--- src/rtl/router_pkg.sv ---
// Shared types, constants and the destination-to-port decoder for the router input stage.
package router_pkg;

  typedef enum logic [2:0] {
    S_SRC,
    S_DST,
    S_SIZE,
    S_DATA,
    S_CRC,
    S_FWD
  } state_t;

  localparam int HDR_LEN = 4;
  localparam int DEF_TRUSTED_MAX = 2;
  localparam logic [15:0] DEF_PORT_LIMITS = {8'd196, 8'd128};
  localparam int LIM_W = 256;

  // First port whose exclusive upper bound exceeds dst; the last port catches everything above.
  function automatic int port_sel(input logic [LIM_W-1:0] dst,
                                  input logic [LIM_W-1:0] limits,
                                  input int num_ports,
                                  input int data_w);
    logic [LIM_W-1:0] mask;
    logic [LIM_W-1:0] lim;
    int sel;
    mask = (LIM_W'(1) << data_w) - LIM_W'(1);
    sel  = num_ports - 1;
    for (int i = num_ports - 2; i >= 0; i--) begin
      lim = (limits >> (i * data_w)) & mask;
      if (dst < lim) sel = i;
    end
    return sel;
  endfunction

endpackage

--- src/rtl/pkt_store_buf.sv ---
// Whole-packet store: bytes are written in arrival order and read back in the same order.
module pkt_store_buf
  import router_pkg::*;
#(
  parameter int DATA_W = 8,
  parameter int SIZE_W = 3
) (
  input  logic              clk_i,
  input  logic              rst_i,
  input  logic              wr_en_i,
  input  logic              wr_clr_i,
  input  logic [DATA_W-1:0] wr_data_i,
  input  logic              rd_adv_i,
  input  logic              rd_clr_i,
  input  logic [SIZE_W-1:0] len_i,
  output logic [DATA_W-1:0] rd_data_o,
  output logic              rd_last_o
);

  localparam int DEPTH = 2**SIZE_W + HDR_LEN - 1;
  localparam int PTR_W = $clog2(DEPTH);

  logic [DATA_W-1:0] mem_q [DEPTH];
  logic [PTR_W-1:0]  wr_ptr_q, wr_ptr_d;
  logic [PTR_W-1:0]  rd_ptr_q, rd_ptr_d;

  // The final byte of a packet is written on the same edge that rewinds the write pointer.
  always_comb begin
    wr_ptr_d = wr_ptr_q;
    rd_ptr_d = rd_ptr_q;
    if (wr_clr_i)     wr_ptr_d = '0;
    else if (wr_en_i) wr_ptr_d = wr_ptr_q + PTR_W'(1);
    if (rd_clr_i)      rd_ptr_d = '0;
    else if (rd_adv_i) rd_ptr_d = rd_ptr_q + PTR_W'(1);
  end

  always_ff @(posedge clk_i) begin
    if (rst_i) begin
      wr_ptr_q <= '0;
      rd_ptr_q <= '0;
      for (int i = 0; i < DEPTH; i++) mem_q[i] <= '0;
    end else begin
      wr_ptr_q <= wr_ptr_d;
      rd_ptr_q <= rd_ptr_d;
      if (wr_en_i) mem_q[wr_ptr_q] <= wr_data_i;
    end
  end

  assign rd_data_o = mem_q[rd_ptr_q];
  assign rd_last_o = (rd_ptr_q == (PTR_W'(len_i) + PTR_W'(HDR_LEN - 1)));

endmodule

--- src/rtl/pkt_router_rx.sv ---
// Store-and-forward router input stage: receive, vet (trust + XOR checksum), then copy to one FIFO.
module pkt_router_rx
  import router_pkg::*;
#(
  parameter int DATA_W      = 8,
  parameter int NUM_PORTS   = 3,
  parameter int SIZE_W      = 3,
  parameter int TRUSTED_MAX = DEF_TRUSTED_MAX,
  parameter logic [(NUM_PORTS-1)*DATA_W-1:0] PORT_LIMITS = DEF_PORT_LIMITS,
  parameter bit CRC_EN      = 1'b1
) (
  input  logic                 clk1,
  input  logic                 rst,
  input  logic                 pkt_valid,
  input  logic [DATA_W-1:0]    pkt_data,
  output logic                 in_ready,
  input  logic [NUM_PORTS-1:0] wfull,
  output logic [NUM_PORTS-1:0] winc,
  output logic [DATA_W-1:0]    wdata,
  output logic                 pkt_done,
  output logic                 drop_untrusted,
  output logic                 drop_crc
);

  localparam int PORT_W = $clog2(NUM_PORTS);
  localparam logic [DATA_W-1:0] TRUST_LIM = DATA_W'(TRUSTED_MAX);

  state_t            state_q, state_d;
  logic [SIZE_W-1:0] cnt_q, cnt_d;
  logic [SIZE_W-1:0] len_q, len_d;
  logic [DATA_W-1:0] xor_q, xor_d;
  logic              trusted_q, trusted_d;
  logic [PORT_W-1:0] port_q, port_d;
  logic              pkt_done_q, pkt_done_d;
  logic              drop_u_q, drop_u_d;
  logic              drop_c_q, drop_c_d;

  logic accept;
  logic crc_ok;
  logic fwd_wr;
  logic wr_clr;
  logic rd_last;

  always_comb begin
    state_d    = state_q;
    cnt_d      = cnt_q;
    len_d      = len_q;
    xor_d      = xor_q;
    trusted_d  = trusted_q;
    port_d     = port_q;
    pkt_done_d = 1'b0;
    drop_u_d   = 1'b0;
    drop_c_d   = 1'b0;
    winc       = '0;
    fwd_wr     = 1'b0;
    wr_clr     = 1'b0;
    in_ready   = (state_q != S_FWD);
    accept     = pkt_valid && in_ready;
    crc_ok     = !CRC_EN || (xor_q == pkt_data);

    if (accept && state_q != S_CRC) xor_d = xor_q ^ pkt_data;

    case (state_q)
      S_SRC: if (accept) begin
        trusted_d = (pkt_data <= TRUST_LIM);
        state_d   = S_DST;
      end
      S_DST: if (accept) begin
        port_d  = PORT_W'(port_sel(LIM_W'(pkt_data), LIM_W'(PORT_LIMITS), NUM_PORTS, DATA_W));
        state_d = S_SIZE;
      end
      S_SIZE: if (accept) begin
        len_d   = pkt_data[SIZE_W-1:0];
        cnt_d   = pkt_data[SIZE_W-1:0];
        state_d = (pkt_data[SIZE_W-1:0] == '0) ? S_CRC : S_DATA;
      end
      S_DATA: if (accept) begin
        cnt_d = cnt_q - SIZE_W'(1);
        if (cnt_q == SIZE_W'(1)) state_d = S_CRC;
      end
      // Untrusted wins over a bad checksum so a packet never raises both drop pulses.
      S_CRC: if (accept) begin
        xor_d  = '0;
        wr_clr = 1'b1;
        if (!trusted_q) begin
          drop_u_d = 1'b1;
          state_d  = S_SRC;
        end else if (!crc_ok) begin
          drop_c_d = 1'b1;
          state_d  = S_SRC;
        end else begin
          state_d = S_FWD;
        end
      end
      S_FWD: begin
        fwd_wr       = !wfull[port_q];
        winc[port_q] = fwd_wr;
        if (fwd_wr && rd_last) begin
          state_d    = S_SRC;
          pkt_done_d = 1'b1;
        end
      end
      default: state_d = S_SRC;
    endcase
  end

  always_ff @(posedge clk1) begin
    if (rst) begin
      state_q    <= S_SRC;
      cnt_q      <= '0;
      len_q      <= '0;
      xor_q      <= '0;
      trusted_q  <= 1'b0;
      port_q     <= '0;
      pkt_done_q <= 1'b0;
      drop_u_q   <= 1'b0;
      drop_c_q   <= 1'b0;
    end else begin
      state_q    <= state_d;
      cnt_q      <= cnt_d;
      len_q      <= len_d;
      xor_q      <= xor_d;
      trusted_q  <= trusted_d;
      port_q     <= port_d;
      pkt_done_q <= pkt_done_d;
      drop_u_q   <= drop_u_d;
      drop_c_q   <= drop_c_d;
    end
  end

  pkt_store_buf #(
    .DATA_W (DATA_W),
    .SIZE_W (SIZE_W)
  ) u_buf (
    .clk_i     (clk1),
    .rst_i     (rst),
    .wr_en_i   (accept),
    .wr_clr_i  (wr_clr),
    .wr_data_i (pkt_data),
    .rd_adv_i  (fwd_wr),
    .rd_clr_i  (fwd_wr && rd_last),
    .len_i     (len_q),
    .rd_data_o (wdata),
    .rd_last_o (rd_last)
  );

  assign pkt_done       = pkt_done_q;
  assign drop_untrusted = drop_u_q;
  assign drop_crc       = drop_c_q;

endmodule

--- config.mk ---
export PLATFORM = sky130hd
export DESIGN_NAME = pkt_router_rx
export DESIGN_NICKNAME = d
export VERILOG_FILES = /design/src/rtl/router_pkg.sv /design/src/rtl/pkt_store_buf.sv /design/src/rtl/pkt_router_rx.sv
export SDC_FILE = /design/constraint.sdc
export NUM_CORES = 1
export LEC_CHECK = 0
export CAP_MARGIN = 20
export CORE_ASPECT_RATIO = 1.4
export CORE_UTILIZATION = 25
export DETAILED_ROUTE_END_ITERATION = 6
export MAX_ROUTING_LAYER = met4
export PLACE_DENSITY = 0.51
export SKIP_LAST_GASP = 1
export SYNTH_ARGS = -nofsm -noshare
export SYNTH_HDL_FRONTEND = slang
export SYNTH_HIERARCHICAL = 1
export SYNTH_SLANG_ARGS = --single-unit
--- constraint.sdc ---
create_clock -name clk1 -period 5.9 [get_ports clk1]
set_input_delay 1.475 -clock clk1 [delete_from_list [all_inputs] [get_ports clk1]]
set_output_delay 1.475 -clock clk1 [all_outputs]
set_load 0.01 [all_outputs]
==> metrics <==
final critical-path required period=4.737 ns; switching share of power=22.41%; root buf cell=clkbuf_16; hold buffers post-CTS=0; Net Sw Power=544.2 uW; Max Cap Viol=0; Compound-Gate Fraction of Synth Area=6.906%; Congestion Overflow GR=0; Post-synth ARST share=0%; largest family of logic cells by synthesized area=simple AND/OR/NAND/NOR gates; Adder-Cell Fraction of Synth Area=0.8633%; IO Port Bufs=28; H-Tree Depth=4; first-pass GRT wire length=26620 um; routed vias/inst=4.590; Max clock buf depth=2; Ys Warns=6; Final Skew=0.008173 ns; Worst Tran Pin Value=0.9403 ns; dpl hpwl=11870 um; Avg WL per Cell=17.40 um; largest net degree at the start of global routing=34; Total Wirelength=16810 um; status=finished, final reports clean; initial antenna violation count=0; Final Power=2.428 mW; xor and xnor area share after synthesis=2.055%; vias in the first global route=4584; TritonCTS Buffers=17; CTS tree=done; post-route clock period utilization=80.29%; PD cells=287.8 nW/um^2; worst setup path class=input port to output port; vias post-DR=4434; Clk pwr share=42.1%; CP max FO=6; mux contribution to synthesized area=11.22%; Post CTS Setup Buffer Count=0; Total Routing Usage GR=12.33%; Synth Area in Simple Gates=13.98%; Slew HR=37.08%; Synth Cell Area=7247 um^2; Core Area=28410 um^2; post-cts gate resize count=0; Die Area=29680 um^2; Worst Hold Class=register to register; Core Util, Final=29.70%; CP Data Arrival Time=3.26 ns; Fmax achieved=211.1 MHz; P&R area growth vs syn=16.42%; register bit count reported by yosys=163; antenna viol nets, final=0; sequential power share=52.7%; post-route setup TNS=0 ns; ys flop type=edfxtp_1; starting density of the core=25.51%; drt pass-1 iters=5; RD Place Congestion=0.7581; Seq/Total Area, Yosys=61.60%; die width=145.9 um; post-synthesis cell count=551; DRT iter0 DRCs=342; RSZ-0062 raised after global routing=false; Fillers=2874; clock slew at reported path FFs=0.06 ns; Final setup viols=0; Distinct cells, synth=56; DR DRC count=0; row count=73; WP data required=4.43 ns; Avg Inst Size Synth=13.15 um^2; logic gate share of total power=5.2%; final-report hold violation count=0; EDFF count, synth=120; static leakage=2.904 nW; Pins Over Slew Limit=0; Critical Path Source Type=input port; Die Ht=203.5 um; kind of end point of the critical path=output port; setup ws final=1.163 ns; nets=597; Int Pwr=1.884 mW; syn_nets=570; n_diodes=0; worst slack, placed=1.142 ns; layout cells sized above 1=10.66%; clock latency on the worst-skew pair=0.42 ns; Worst VDD drop=187.4 uV; IO Pins=29; CTS sink cnt=163
[per-stage QoR]
stage	hold slack (ns)	std cells	area, um^2
6_report	0.4810	966	8437
3_5_place_dp	0.4672	934	7894
4_1_cts	0.4823	966	8437
5_1_grt	0.4970	966	8437
3_3_place_gp	0.4590	934	7894
2_1_floorplan	0.4131	551	7247
[sequential cells by signal, summed over array words and instances (netlist names), named ones only]
name,flops
state_q,3
xor_q,8
u_buf/mem_q,128
drop_crc,1
drop_untrusted,1
u_buf/rd_ptr_q,4
trusted_q,1
cnt_q,3
u_buf/wr_ptr_q,4
len_q,3
port_q,2
pkt_done,1
[worst max-delay path, stage by stage]
cell             delay, ns
clkdlybuf4s50_1       0.40
mux2i_1               0.18
nor2_1                0.06
a311o_1               0.35
nor3b_1               0.23
clkdlybuf4s50_1       0.58
[metal layers]
layer / vias to the layer above / share of wire, % / global-route usage, %
met3: 19 / 2.5 / 2.125
met1: 2223 / 41 / 13.27
li1: 2115 / - / -
met2: 77 / 55 / 22.39
met4: 0 / 1.9 / 4.887
met5: - / 0 / -
[layout make-up]
class / count / area, um^2 / share of cell area (%)
flip-flops and latches: 163 / 4466 / 52.93
multi-input cells: 341 / 2556 / 30.30
well taps: 375 / 469.2 / 5.561
clock buffers: 19 / 432.9 / 5.131
repair buffers: 35 / 327.8 / 3.886
clock inverters: 13 / 110.1 / 1.305
inverters: 20 / 75.07 / 0.8898
[worst paths after layout]
| check | slack (ns) | startpoint | endpoint | depth (start not counted) |
|---|---|---|---|---|
| min | 0.48 | u_buf/mem_q[10][7]$_SDFFE_PP0P_ | u_buf/mem_q[10][7]$_SDFFE_PP0P_ | 1 |
| min reg2reg | 0.48 | u_buf/mem_q[10][7]$_SDFFE_PP0P_ | u_buf/mem_q[10][7]$_SDFFE_PP0P_ | 1 |
| max | 1.16 | wfull[2] | winc[1] | 6 |
| max reg2reg | 2.87 | state_q[1]$_SDFFE_PP0P_ | u_buf/mem_q[5][3]$_SDFFCE_PN0P_ | 6 |
[cell usage in the layout (no fill, tap or decap), drive strengths merged, types with 2 or more instances in the layout]
master	instances
o31ai	3
xnor2	5
nand2	45
nor3b	3
nor2b	5
inv	21
dfxtp	43
buf	8
mux4	32
nor3	17
nand4	3
a22oi	17
mux2i	4
a211oi	5
ha	5
xor2	12
nand3b	11
o22a	8
nand3	6
nor4	5
o21ai	12
nor2	98
nand4b	2
a21boi	2
and2b	2
nand2b	4
clkbuf	19
edfxtp	120
and2	2
clkdlybuf4s50	27
clkinv	10
a21oi	19
[cells in the mapped netlist, types with 2 or more instances]
library cell	n	area share (%)
nor4_1	5	0.43
xor2_1	12	1.5
clkdlybuf4s25_2	3	0.41
nand3_1	6	0.41
nand4_1	3	0.26
and2b_1	2	0.21
buf_4	3	0.31
nor2_1	98	5.1
and2_1	2	0.17
nand2_1	45	2.3
nand3b_1	10	1.0
buf_2	6	0.41
o31ai_1	3	0.31
a22oi_1	17	1.8
mux4_1	14	5.1
edfxtp_1	120	50
nand2b_1	4	0.35
o22a_1	8	0.97
xnor2_1	5	0.60
dfxtp_1	43	12
a21oi_1	19	1.3
o21ai_0	12	0.83
clkbuf_1	10	0.52
mux2i_1	4	0.55
inv_1	18	0.93
a211oi_1	5	0.52
nor2b_1	5	0.43
ha_1	5	0.86
nor3_1	16	1.1
buf_6	4	0.62
mux4_2	18	5.6
nor3b_1	2	0.21
[cell families after synthesis]
group | after synthesis
simple gates | 209
xor+xnor | 17
mux | 36
compound gates | 74
fa+ha+maj | 5
buf+inv | 47
flops | 163
[power by group through the flow]
stage	logic, mW	registers [mW]	clock network [mW]
floorplan	0.0895	1.29	0
global placement	0.128	1.30	0
detailed placement	0.129	1.31	0
CTS	0.129	1.28	1.05
global route	0.141	1.28	1.10
finish	0.127	1.28	1.02
No activity file was read; power rests on OpenSTA's default activity.
